**config.mk**
```make
export PLATFORM = sky130hd
export DESIGN_NAME = fmul_post
export DESIGN_NICKNAME = d
export VERILOG_FILES = /design/src/rtl/fmul_post.sv
export SDC_FILE = /design/constraint.sdc
export NUM_CORES = 1
export LEC_CHECK = 0
export BUFFER_PORTS_ARGS = -buffer_cell sky130_fd_sc_hd__buf_4
export CELL_PAD_IN_SITES_DETAIL_PLACEMENT = 1
export CELL_PAD_IN_SITES_GLOBAL_PLACEMENT = 1
export CORE_MARGIN = 3
export CORE_UTILIZATION = 39
export DETAILED_ROUTE_END_ITERATION = 8
export PLACE_DENSITY_LB_ADDON = 0.1
export SETUP_SLACK_MARGIN = 0.1
export SYNTH_ARGS = -nofsm -noshare
export SYNTH_HDL_FRONTEND = slang
export SYNTH_SLANG_ARGS = --single-unit
```
**constraint.sdc**
```tcl
create_clock -name clk -period 2.1 [get_ports clk]
set_input_delay 0.42 -clock clk [delete_from_list [all_inputs] [get_ports clk]]
set_output_delay 0.42 -clock clk [all_outputs]
set_load 0.05 [all_outputs]
```
**src/rtl/fmul_post.sv**
```systemverilog
// rtl/fmul_post.sv - exponent/special-case correction stage behind fmul with a 2-entry result FIFO
//
// Purpose:
//    Takes the operands and the raw product of the combinational fmul datapath,
//    repairs the exponent and resolves zero/underflow/overflow/Inf/NaN, then
//    buffers the corrected result in a 2-entry FIFO toward FPU writeback.
//
// Ports:
//    clk         clock
//    rstn        asynchronous active-low reset
//    in_valid    x1/x2/y_raw valid this cycle
//    in_ready    stage can accept (count < DEPTH)
//    x1, x2      operands, same values fed to fmul
//    y_raw       fmul product for x1, x2
//    out_valid   head result valid
//    out_ready   consumer accepts the head
//    y           corrected product at the FIFO head
//    ovf         head result overflowed to Inf
//    ovf_sticky  OR of all accepted ovf bits since the last clear
//    clr_sticky  clears ovf_sticky (a simultaneous overflow push wins)

module fmul_post #(
   parameter logic [31:0] NAN_VAL = 32'h7FC00000,
   parameter int          DEPTH   = 2
) (
   input  logic        clk,
   input  logic        rstn,
   input  logic        in_valid,
   output logic        in_ready,
   input  logic [31:0] x1,
   input  logic [31:0] x2,
   input  logic [31:0] y_raw,
   output logic        out_valid,
   input  logic        out_ready,
   output logic [31:0] y,
   output logic        ovf,
   output logic        ovf_sticky,
   input  logic        clr_sticky
);

   // ------------------------------------------------------------------
   // Field split
   // ------------------------------------------------------------------
   logic        s;
   logic [7:0]  e1, e2, ey;
   logic [22:0] m1, m2;
   logic        nan1, nan2, inf1, inf2, zer1, zer2;
   logic        unused_raw_sign;

   assign s  = x1[31] ^ x2[31];
   assign e1 = x1[30:23];
   assign e2 = x2[30:23];
   assign ey = y_raw[30:23];
   assign m1 = x1[22:0];
   assign m2 = x2[22:0];

   // The sign of the raw product is recomputed from the operands.
   assign unused_raw_sign = y_raw[31];

   assign nan1 = (e1 == 8'hFF) && (m1 != 23'd0);
   assign nan2 = (e2 == 8'hFF) && (m2 != 23'd0);
   assign inf1 = (e1 == 8'hFF) && (m1 == 23'd0);
   assign inf2 = (e2 == 8'hFF) && (m2 == 23'd0);
   // Denormals are flushed, so any zero exponent counts as zero.
   assign zer1 = (e1 == 8'd0);
   assign zer2 = (e2 == 8'd0);

   // ------------------------------------------------------------------
   // Exponent correction
   // ------------------------------------------------------------------
   // fmul leaves a fixed offset in its exponent; the residue mod 4 of
   // (ey - e1 - e2 - 129) tells whether the significand product landed in
   // [1,2) (k=1) or [2,4) (k=2). Only the low two bits matter for a mod-4
   // result under 8-bit wrap, and 129 mod 4 is 1.
   logic [1:0]         k;
   logic               k_is_2;
   logic signed [10:0] exp_c;

   assign k      = ey[1:0] - e1[1:0] - e2[1:0] - 2'd1;
   assign k_is_2 = (k == 2'd2);

   // Any k other than 2 behaves like 1, so the (k - 1) term is 0 or 1.
   assign exp_c = $signed({3'b000, e1}) + $signed({3'b000, e2}) - 11'sd127
                + (k_is_2 ? 11'sd1 : 11'sd0);

   // ------------------------------------------------------------------
   // Result selection, highest priority first
   // ------------------------------------------------------------------
   logic [31:0] res_y;
   logic        res_ovf;

   always_comb begin
      res_y   = {s, exp_c[7:0], y_raw[22:0]};
      res_ovf = 1'b0;
      if (nan1 || nan2) begin
         res_y = NAN_VAL;
      end else if ((inf1 && zer2) || (inf2 && zer1)) begin
         // Inf * 0 is invalid
         res_y = NAN_VAL;
      end else if (inf1 || inf2) begin
         res_y = {s, 8'hFF, 23'd0};
      end else if (zer1 || zer2) begin
         res_y = {s, 31'd0};
      end else if (exp_c <= 11'sd0) begin
         // Underflow is flushed to signed zero without a flag.
         res_y = {s, 31'd0};
      end else if (exp_c >= 11'sd255) begin
         res_y   = {s, 8'hFF, 23'd0};
         res_ovf = 1'b1;
      end
   end

   // ------------------------------------------------------------------
   // Result FIFO
   // ------------------------------------------------------------------
   logic [31:0] mem_y   [2];
   logic        mem_ovf [2];
   logic        wr_ptr;
   logic        rd_ptr;
   logic [1:0]  count;
   logic        push;
   logic        pop;

   // in_ready looks only at the occupancy, never at out_ready, so a full
   // FIFO cannot push and pop in the same cycle.
   assign in_ready  = (count < 2'(DEPTH));
   assign out_valid = (count != 2'd0);
   assign push      = in_valid && in_ready;
   assign pop       = out_valid && out_ready;

   assign y   = mem_y[rd_ptr];
   assign ovf = mem_ovf[rd_ptr];

   always_ff @(posedge clk or negedge rstn) begin
      if (!rstn) begin
         // Storage is cleared too so y/ovf read zero while empty after reset.
         for (int i = 0; i < 2; i++) begin
            mem_y[i]   <= 32'd0;
            mem_ovf[i] <= 1'b0;
         end
         wr_ptr     <= 1'b0;
         rd_ptr     <= 1'b0;
         count      <= 2'd0;
         ovf_sticky <= 1'b0;
      end else begin
         if (push) begin
            mem_y[wr_ptr]   <= res_y;
            mem_ovf[wr_ptr] <= res_ovf;
            wr_ptr          <= ~wr_ptr;
         end
         if (pop) begin
            rd_ptr <= ~rd_ptr;
         end
         case ({push, pop})
            2'b10:   count <= count + 2'd1;
            2'b01:   count <= count - 2'd1;
            default: count <= count;
         endcase
         // An overflowing push in the same cycle as a clear keeps the flag set.
         if (push && res_ovf) begin
            ovf_sticky <= 1'b1;
         end else if (clr_sticky) begin
            ovf_sticky <= 1'b0;
         end
      end
   end

endmodule

```
# After elaboration in Yosys (flattened, before gate mapping)
# Index checks and enable logic that the tools add are counted.
[totals] regBits=71 input_bits=101
[classes] n_lt_le_gt_ge=6 bitwise=5 n_eq_ne=5 muxes=28 n_addsub=8 n_reduce_logical=23
[op_table] op="2-to-1 mux 32 bit" count=6
[op_table] op="2-to-1 mux 31 bit" count=4
[op_table] op="bitwise mux 64 bit" count=1
[op_table] op="zero test 23 bit" count=2
[op_table] op="nonzero test 23 bit" count=2
[op_table] op="demux 32 bit (select 1 bit)" count=1
[op_table] op="equality test 8 bit (second input constant)" count=2
[op_table] op="zero test 8 bit" count=2
[op_table] op="2-to-1 mux 1 bit" count=13
[op_table] op="adder 10 x 2 -> 11 bit" count=1
[op_table] op="greater-or-equal comparator 11 x 9 -> 1 bit (second input constant)" count=1
[op_table] op="<= comparator 11 x 1 -> 1 bit (second input constant)" count=1
[op_table] op="logical AND 1 bit" count=10
[op_table] op="subtractor 9 x 7 -> 10 bit (second input constant)" count=1
[op_table] op="adder 8 x 8 -> 9 bit" count=1
[op_table] op="nonzero test 2 bit" count=3
[op_table] op="equality test 2 bit (second input constant)" count=2
[op_table] op="greater-or-equal comparator 2 bit (second input constant)" count=2
[op_table] op="logical OR 1 bit" count=4
[op_table] op="inverter 1 -> 2 bit" count=2
[op_table] op="one-hot mux 2 bit (2 select lines)" count=1
[op_table] op="subtractor 2 x 1 -> 2 bit (second input constant)" count=2
[op_table] op="subtractor 2 bit" count=2
[op_table] op="adder 2 x 1 -> 2 bit (second input constant)" count=1
[op_table] op="7 further kinds" count=8

# Depth between registers and ports, before layout
# Gate-level depths: netlist of the first run.
[depth] depth_word=15 ltp_mapped=18

# Worst setup path before layout of the first run
# Ideal clock, no wire load.
[synth_path] kind="input to register" startpoint="in x1[24]" endpoint="reg mem_y[0] in the netlist's numbering" setup_ns=0.122 t_required_ns=1.978 cell_stages=13 arrival_ns=3.614 path_buffers=3 setup_slack_ns=-1.636 cell_sequence="ha_1 -> ha_1 -> fa_1 -> a211oi_1 -> nor2_1 -> or4_1 -> buf_2 -> or4_1 -> o21ai_2 -> a31oi_4 -> buf_6 -> buf_6 -> a32o_1"
[synth_via] elab_chain_len=14 elab_cells_between_ends=27 cone_classes="add/sub (6); order compare (2); eq/ne (2); mux (8); reduce/logical (9)"
[synth_lines] item="start, declared" line="30" rtl="input logic [31:0] x1,"
[synth_lines] item="branches (longest 12 deep; another with adder 10 x 2 -> 11 bit)"
[synth_lines] item="2-to-1 mux 32 bit *" line="95" rtl="if (nan1 || nan2) begin"
[synth_lines] item="bitwise mux 64 bit *" line="147" rtl="mem_y[wr_ptr] <= res_y;"
[synth_lines] item="end signal, assigned by index" line="147"
[synth_lines] item="end, declared" line="116" rtl="logic [31:0] mem_y [2];"
# Every way passes the cells marked *.
# A chain may end at the register's enable or synchronous reset.

# Worst setup path after layout of the first run
[layout_path] startpoint="in y_raw[23]" endpoint="reg mem_y[19] in the netlist's numbering"
[layout_via] elab_chain_len=14 elab_cells_between_ends=15 cone_classes="add/sub (4); order compare (2); eq/ne (1); mux (8)"
[layout_lines] item="start, declared" line="32" rtl="input logic [31:0] y_raw,"
[layout_lines] item="subtractor 2 bit * (2 in a row)" line="79" rtl="assign k = ey[1:0] - e1[1:0] - e2[1:0] - 2'd1;"
[layout_lines] item="subtractor 2 x 1 -> 2 bit *" line="79"
[layout_lines] item="equality test 2 bit *" line="80" rtl="assign k_is_2 = (k == 2'd2);"
[layout_lines] item="2-to-1 mux 1 bit *" line="84" rtl="+ (k_is_2 ? 11'sd1 : 11'sd0);"
[layout_lines] item="adder 10 x 2 -> 11 bit *" line="84"
[layout_lines] item="greater-or-equal comparator 11 x 9 -> 1 bit" line="107" rtl="end else if (exp_c >= 11'sd255) begin"
[layout_lines] item="2-to-1 mux 31 bit" line="107"
[layout_lines] item="2-to-1 mux 31 bit *" line="104" rtl="end else if (exp_c <= 11'sd0) begin"
[layout_lines] item="2-to-1 mux 31 bit *" line="102" rtl="end else if (zer1 || zer2) begin"
[layout_lines] item="2-to-1 mux 31 bit *" line="100" rtl="end else if (inf1 || inf2) begin"
[layout_lines] item="2-to-1 mux 32 bit *" line="97" rtl="end else if ((inf1 && zer2) || (inf2 && zer1)) begin"
[layout_lines] item="2-to-1 mux 32 bit *" line="95"
[layout_lines] item="bitwise mux 64 bit *" line="147"
# Mark *: on every way between the ends. The rest lies on a longest branch, timed or not.

==> flow_summary.ini, run 1 <==
[yosys]
ys_ff_latch = 71
synthArstFlopShare = 1.00
synth.area.top_cells = dfrtp_1, a32o_1, mux2_2
synthSimpleGateAreaFrac = 0.135
synth_edf_count = 0
synth_top_family_by_area = compound AO/OA/AOI/OAI gates
avgSynthCellArea_sq_um = 10.8
synth_xor_area_frac = 0.0409
syn_nets = 515
synthAdderAreaFrac = 0.0635
ys_warn_count = 0
syn_inst = 393
synth_top_area_share = 0.418
synth-compound-area-share = 0.209
synth_cell_types = 52
syn-cell-area_sq_um = 4250
synthMuxAreaShare = 0.0924
ys.flop_type = dfrtp_1
yosysTopAreaCell = dfrtp_1
synth_most_common_cell = dfrtp_1
synthTopCellsByCount = dfrtp_1, a32o_1, nor2_1, mux2_2, nand2_1
yosysSeqAreaShare = 0.418

[clock_network]
cts_buffer_depth = 2
numCtsBuffers = 9
clk_latency_ns = 0.34
cts-root-buf = clkbuf_8
cts.sinks = 71
cts_tree = done
clk_pin_slew_ns = 0.08
cts_max_level = 3

[routing]
ant_nets = 0
via_count = 4169
vias_per_cell = 5.59
drt_iter0_drc = 153
drt-pass1-iter-count = 4
wl_per_cell_um = 19.2
routed_wl_um = 14300
drc_errors = 0

[critical_path]
critPathKind = in -> reg
crit_arrival_ns = 3.54
worstPathRequired_ns = 2.33
cp_max_fo = 26
reg2reg_slack_ns = 0.45
worst_setup_path_start_kind = input pin
cp-end-kind = register

[sta]
finClkSkew_ns = 0.00817
worst_pin_slew_ns = 0.510
slew_violations = 0
hold_viol_final = 0
finalSetupTns_ns = -75.32
maxSlewHeadroom = 0.660
fin_hold_ws_ns = 0.0400
rsz0062_at_grt = true
fin_crit_sh = 1.57
layout_setup_ws_ns = -1.21
max_freq_mhz = 302
setup_violations = 65
fin_crit_ns = 3.31

[grt]
grt_util_all_layers = 0.232
grt_first_pass_wirelength_um = 23300
grt_overflow_total = 0
grt_max_degree = 38
grt_antenna_before_repair = 0
first_global_vias = 4768

[finish]
final_cells = 746
antenna_cells = 0
final_layout_size_suffix_gt1_frac = 0.531
nets = 728
synthToLayoutAreaGrowth_pct = 56.3
fin_util = 0.635

[power_and_ir_drop]
vdd_drop_max_mv = 0.738
power_mw = 8.94
power_leakage_nw = 3.04
power.density_nw_per_um2 = 1340

[die]
ioPinCount = 137
die_h_um = 110
rows = 37
start_util = 0.406
die_w_um = 110
core-area_sq_um = 10500
die_area_sq_um = 12200

[placement]
hpwlAfterDp_um = 10600
port_buffers = 129
dp.cells = 727
place.gp.congestion = 0.758

[status]
violations = setup timing
status = finished, violations left

[min_path]
min_path_type = in -> async

[flow_run]
drv_cap = 0
## cell type report
| cell class | count | area, sq um |
|---|---|---|
| clock buffer | 10 | 138 |
| clock inverter | 5 | 81.3 |
| fill | 1176 | 3820 |
| inverter | 15 | 71.3 |
| multi-input combinational | 287 | 2580 |
| sequential | 71 | 1780 |
| tap | 136 | 170 |
| timing repair buffer | 222 | 1830 |
## flip-flops by register name (all words and copies together) (netlist names)
name and count:
mem_ovf 2, ovf_sticky 1, count 2, wr_ptr 1
rd_ptr 1, mem_y 64
## through the flow
step | instance area, sq um | worst slack, ns
2_1_floorplan | 4390 | -1.39
3_3_place_gp | 6130 | -1.71
3_5_place_dp | 6130 | -1.92
4_1_cts | 6500 | -1.18
5_1_grt | 6650 | -1.33
6_report | 6650 | -1.21
## critical path, stage by stage
cell and delay, ns:
buf_8 0.09, inv_12 0.03, ha_4 0.25, inv_4 0.03
ha_4 0.15, xnor2_2 0.12, xnor2_1 0.12, nor2_1 0.12
ha_2 0.22, ha_4 0.15, o2111ai_4 0.11, or4_4 0.51
or4_4 0.45, o21ai_4 0.09, a31oi_4 0.16, buf_6 0.22
a32o_1 0.28
## worst paths after layout
| kind | endpoint | start | cells after the start |
|---|---|---|---|
| max | mem_y[19]$_DFFE_PN0P_ | y_raw[23] | 17 |
| min | mem_y[31]$_DFFE_PN0P_ | rstn | 1 |
| max reg2reg | mem_y[19]$_DFFE_PN0P_ | count[1]$_DFFE_PN0P_ | 7 |
| min reg2reg | mem_y[43]$_DFFE_PN0P_ | mem_y[43]$_DFFE_PN0P_ | 1 |
| max in group asynchronous | mem_y[47]$_DFFE_PN0P_ | rstn | 2 |
| min in group clk | ovf_sticky$_DFFE_PN0P_ | clr_sticky | 2 |
## layer usage
metal	GRT usage	vias up	part of all wire	wire length (um)
li1	-	1949	-	-
met1	0.260	2124	0.40	5780
met2	0.447	81	0.56	7950
met3	0.0400	15	0.030	430
met4	0.0608	0	0.012	165
met5	0	-	0	0
## report_power, final
group / switching, mW / internal, mW / total [mW]
logic: 3.14 / 2.29 / 5.42
clock network: 0.521 / 0.697 / 1.22
registers: 0.339 / 1.96 / 2.29
## cells by family (layout without fill, tap and decap cells)
family,after synthesis,after routing
AOI/OAI and AO/OA,101,101
muxes,35,35
and+or+nand+nor,111,111
buffers and inverters,35,252
xor gates and xnor gates,19,19
adders and majority gates,21,21
DFF,71,71
## placed cells by master (no fill, tap or decap), drive strengths merged, types with 3 or more instances in the layout
master  instances
buf           222
dfrtp          71
a32o           44
nor2           38
mux2           34
nand2          23
ha             20
nor4           18
a211oi         17
inv            15
xnor2          11
clkbuf         10
xor2            8
o21ai           8
nand4           6
nor3            6
nand3           5
a31oi           5
a21oi           4
o31ai           4
or2             3
a21o            3
or4             3
## timing repair
action	in CTS	in global routing
setup buffers	3	1
hold buffers	0	0
pin swaps	9	2
gates cloned	0	0
setup endpoints to repair	65	72
gates resized for setup	25	33
(Power assumes the default switching activity.)
==> run 2, diff against run 1 <==
RECOVER_POWER = 50   (was default)
==> flow_summary.ini, run 2 (synthesis results as in run 1) <==
[die]
rows = 37
start_util = 0.406
die_w_um = 110
ioPinCount = 137
die_area_sq_um = 12200
core-area_sq_um = 10500
die_h_um = 110

[grt]
first_global_vias = 4768
grt_max_degree = 38
grt_overflow_total = 0
grt_antenna_before_repair = 0
grt_util_all_layers = 0.232
grt_first_pass_wirelength_um = 23300

[critical_path]
r2r.worst_path.cells = 7
cp-end-kind = register
r2r_start = count[1]$_DFFE_PN0P_
r2r_end = mem_y[19]$_DFFE_PN0P_
worst_setup_path_start_kind = input pin
cp_max_fo = 26
worstPathRequired_ns = 2.33
setup.worst_path.start = y_raw[23]
critPathKind = in -> reg
crit_arrival_ns = 3.54
reg2reg_slack_ns = 0.44
setup.worst_path.end = mem_y[19]$_DFFE_PN0P_

[finish]
final_layout_size_suffix_gt1_frac = 0.531
final_cells = 746
fin_area_sq_um = 6630
largest_reg_flops = 64
fin_util = 0.634
nets = 728
synthToLayoutAreaGrowth_pct = 55.9
regMostFlops = mem_y
mostFrequentLayoutCells = buf_4, dfrtp_1, a32o_1
final_common_cell = buf_4
antenna_cells = 0
reg.largest.list = mem_y x64, count x2, mem_ovf x2

[clock_network]
numCtsBuffers = 9
cts_max_level = 3
cts_tree = done
clk_pin_slew_ns = 0.07
cts-root-buf = clkbuf_8
cts_buffer_depth = 2
hold_buffers = 0
cts.sinks = 71
clk_latency_ns = 0.34

[min_path]
min_path_type = in -> async

[routing]
ant_nets = 0
drc_errors = 0
via_count = 4162
vias_per_cell = 5.58
drt_iter0_drc = 143
wl_per_cell_um = 19.1
drt-pass1-iter-count = 4
routed_wl_um = 14200

[power_and_ir_drop]
sw_frac_of_total = 0.447
internal_power_mw = 4.94
clkPwrFrac = 0.136
p_comb_frac = 0.607
power_leakage_nw = 3.03
vdd_drop_max_mv = 0.738
p_seq_frac = 0.257
p_sw_mw = 3.99
power.density_nw_per_um2 = 1350

[placement]
dpl_cell_area_sq_um = 6130
dp.cells = 727
place.gp.congestion = 0.758
port_buffers = 129
hpwlAfterDp_um = 10600

[sta]
fin_crit_ns = 3.31
fin_hold_ws_ns = 0.205
hold_viol_final = 0
fin_crit_sh = 1.58
slew_violations = 0
max_freq_mhz = 302
layout_setup_ws_ns = -1.21
rsz0062_at_grt = true
setup_violations = 65
finClkSkew_ns = 0.00767
worst_pin_slew_ns = 0.934
maxSlewHeadroom = 0.377

[flow_run]
drv_cap = 0

[status]
violations = setup timing
status = finished, violations left
## run 2: changes by cell type in the layout (fill, tap and decap cells not counted), sizes merged
| cell | change |
|---|---|
| buf | -2 |
| clkbuf | +2 |
## run 2: how the worst min path moves through the flow
stage                                        end  slack (ns)  cells after the start
after floorplan             count[0]$_DFFE_PN0P_        0.12                      0
after global placement        rd_ptr$_DFFE_PN0P_        0.42                      1
after detailed placement      rd_ptr$_DFFE_PN0P_        0.42                      1
after CTS                     rd_ptr$_DFFE_PN0P_        0.04                      1
after global routing      ovf_sticky$_DFFE_PN0P_        0.23                      2
final                      mem_y[31]$_DFFE_PN0P_        0.21                      1
## run 2: stage by stage
step | setup slack [ns] | setup TNS, ns | power [mW]
after CTS | -1.18 | -73.79 | 8.67
after global routing | -1.33 | -82.62 | 9.42
final | -1.21 | -75.39 | 8.92
after global placement | -1.71 | -107.63 | 7.12
after detailed placement | -1.92 | -119.88 | 7.32
after floorplan | -1.39 | -87.04 | 5.58
## run 2: per-layer routing
metal | up-vias | share of wire | global-route usage
met5 | - | 0 | 0
met4 | 0 | 0.0097 | 0.0608
met3 | 12 | 0.034 | 0.0400
met2 | 85 | 0.56 | 0.447
met1 | 2115 | 0.40 | 0.260
li1 | 1950 | - | -
## run 2: area by class of cell
| cell class | count | area, sq um |
|---|---|---|
| flip-flops and latches | 71 | 1780 |
| fillers | 1179 | 3830 |
| well taps | 136 | 170 |
| clock inverters | 5 | 81.3 |
| clock buffers | 10 | 138 |
| multi-input cells | 287 | 2580 |
| repair buffers | 222 | 1810 |
| inverters | 15 | 71.3 |
## run 2: power by group through the flow
stage	sequential, mW	combinational, mW	clock (mW)
after floorplan	2.20	3.37	0
after global placement	2.24	4.88	0
after CTS	2.28	5.15	1.24
final	2.29	5.41	1.22
after global routing	2.37	5.74	1.31
after detailed placement	2.31	5.02	0
## run 2: critical path: stages
cell and delay [ns]:
buf_8 0.09, inv_12 0.03, ha_4 0.25, inv_4 0.03
ha_4 0.15, xnor2_2 0.12, xnor2_1 0.12, nor2_1 0.12
ha_2 0.22, ha_4 0.15, o2111ai_4 0.11, or4_4 0.51
or4_4 0.45, o21ai_4 0.09, a31oi_4 0.16, buf_6 0.22
a32o_1 0.28
## run 2: repair_timing
action	4_1_cts	5_1_grt
setup buffers	3	1
pin swaps	9	2
gates resized for setup	25	33
setup endpoints to repair	65	72
==> run 3, diff against run 2 <==
CORE_UTILIZATION = 35   (was 39)
clock period = 2.75 ns   (was 2.1 ns; I/O delays follow)
==> flow_summary.ini, run 3 (synthesis results as in run 1) <==
[grt]
grt_max_degree = 72
grt_overflow_total = 0
first_global_vias = 4675
grt_use_met2 = 0.408
grt_use_met1 = 0.268
grt_first_pass_wirelength_um = 23500
grt_use_met3 = 0.0332
busiest_layer = met2
grt_antenna_before_repair = 0
grt_util_all_layers = 0.221

[die]
ioPinCount = 137
die_w_um = 116
die_h_um = 116
rows = 39
core-area_sq_um = 11700
die_area_sq_um = 13500
start_util = 0.365

[critical_path]
critPathKind = in -> reg
worst_setup_path_start_kind = input pin
cp-end-kind = register
crit_arrival_ns = 3.86
worstPathCellList = buf_8, inv_12, ha_4, inv_4, ha_4, xnor2_2, xnor2_1, nor2_1, ha_2, ha_4, o2111ai_4, or4_4, buf_6, nor4_4, o2bb2ai_4, o21ai_4, nor2_4, clkbuf_16, a32o_1
path_common_cell = ha_4
worstPathRequired_ns = 3.02
cp_max_fo = 7
cp_slowest_cell = or4_4
slowest_delay_ns = 0.49

[sta]
worst_pin_slew_ns = 1.79
fin_crit_sh = 1.31
setup_violations = 65
slew_violations = 72
max_freq_mhz = 279
finClkSkew_ns = 0.00711
fin_crit_ns = 3.59
hold_viol_final = 0
rsz0062_at_grt = true
maxSlewHeadroom = -0.195
layout_setup_ws_ns = -0.839

[power_and_ir_drop]
p_comb_frac = 0.589
power.density_nw_per_um2 = 1020
sw_frac_of_total = 0.456
p_seq_frac = 0.249
p_sw_mw = 3.22
vdd_drop_max_mv = 0.507
internal_power_mw = 3.85
power_leakage_nw = 3.15
clkPwrFrac = 0.162

[flow_run]
drv_cap = 1

[finish]
final_common_cell = buf_4
reg.largest.list = mem_y x64, count x2, mem_ovf x2
antenna_cells = 0
nets = 736
synthToLayoutAreaGrowth_pct = 62.7
mostFrequentLayoutCells = buf_4, dfrtp_1, a32o_1
final_layout_size_suffix_gt1_frac = 0.548
regMostFlops = mem_y
final_cells = 762
fin_area_sq_um = 6920
largest_reg_flops = 64

[clock_network]
cts_buffer_depth = 2
cts_tree = done
clk_pin_slew_ns = 0.06
clk_latency_ns = 0.34
cts.sinks = 71
cts-root-buf = clkbuf_16
numCtsBuffers = 9
cts_max_level = 3

[routing]
routed_wl_um = 16000
vias_per_cell = 5.59
drt_iter0_drc = 203
ant_nets = 0
drc_errors = 0
wl_per_cell_um = 21.0
drt-pass1-iter-count = 4
via_count = 4262

[placement]
port_buffers = 129
place.gp.congestion = 0.756
pre_cts_slack_ns = -1.33
dpl_cell_area_sq_um = 6000
hpwlAfterDp_um = 10000
dp.cells = 718

[status]
status = finished, violations left
violations = capacitance limit, slew limit, setup timing

[min_path]
min_path_type = in -> reg
==> run 3: changes by cell type in the layout (fill, tap and decap cells not counted), sizes merged <==
cell | before | now
buf | 220 | 225
inv | 15 | 17
bufinv | 2 | 0
clkbuf | 12 | 16
==> run 3: critical path: cells and delay by family <==
kind,cells,cell delay (ns)
AND/OR/NAND/NOR,4,1.14
buffers and inverters,5,0.53
XOR/XNOR,2,0.26
adder cells (fa/ha/maj),4,0.75
AO/OA/AOI/OAI,4,0.61
==> run 3: final cells by class <==
class                      count  area [sq um]
clock buffer                  11           253
clock inverter                 5          38.8
fill                        1249          4740
inverter                      15          71.3
multi-input combinational    287          2660
sequential                    71          1780
tap                          143           179
timing repair buffer         230          1940
==> run 3: what timing repair did <==
item	4_1_cts	5_1_grt
pin swaps	19	33
resized for setup	50	14
hold buffers	0	0
endpoints found under the setup margin	65	65
gates cloned	2	6
buffers inserted	18	3
==> run 3: metal layers <==
layer | vias up | share of wire
li1 | 1980 | -
met1 | 2166 | 0.41
met2 | 91 | 0.54
met3 | 25 | 0.035
met4 | 0 | 0.019
met5 | - | 0
==> run 3: worst paths after layout <==
kind	end	startpoint	slack, ns	cells past startpoint
setup / recovery	mem_y[53]$_DFFE_PN0P_	y_raw[23]	-0.84	19
hold / removal	ovf_sticky$_DFFE_PN0P_	clr_sticky	0.39	2
setup reg to reg	mem_y[53]$_DFFE_PN0P_	count[1]$_DFFE_PN0P_	0.72	8
hold reg to reg	mem_y[17]$_DFFE_PN0P_	mem_y[17]$_DFFE_PN0P_	0.49	1
max in group asynchronous	mem_y[44]$_DFFE_PN0P_	rstn	1.00	1
min in group asynchronous	mem_y[31]$_DFFE_PN0P_	rstn	0.67	1
==> run 3: metrics by stage <==
stage / total power, mW / setup TNS [ns] / hold slack, ns / utilization
after global placement: 5.40 / -72.28 / 0.457 / 0.514
after floorplan: 4.26 / -53.24 / 0.254 / -
final: 7.07 / -49.86 / 0.393 / 0.593
after CTS: 6.92 / -44.35 / 0.377 / 0.577
after global routing: 7.44 / -59.59 / 0.393 / 0.593
after detailed placement: 5.52 / -80.59 / 0.464 / 0.514
==> run 3: power groups by stage <==
stage	logic (mW)	registers, mW	clock network, mW
2_1_floorplan	2.58	1.68	0
3_3_place_gp	3.69	1.71	0
3_5_place_dp	3.77	1.75	0
4_1_cts	4.02	1.74	1.16
5_1_grt	4.41	1.81	1.22
6_report	4.17	1.76	1.15
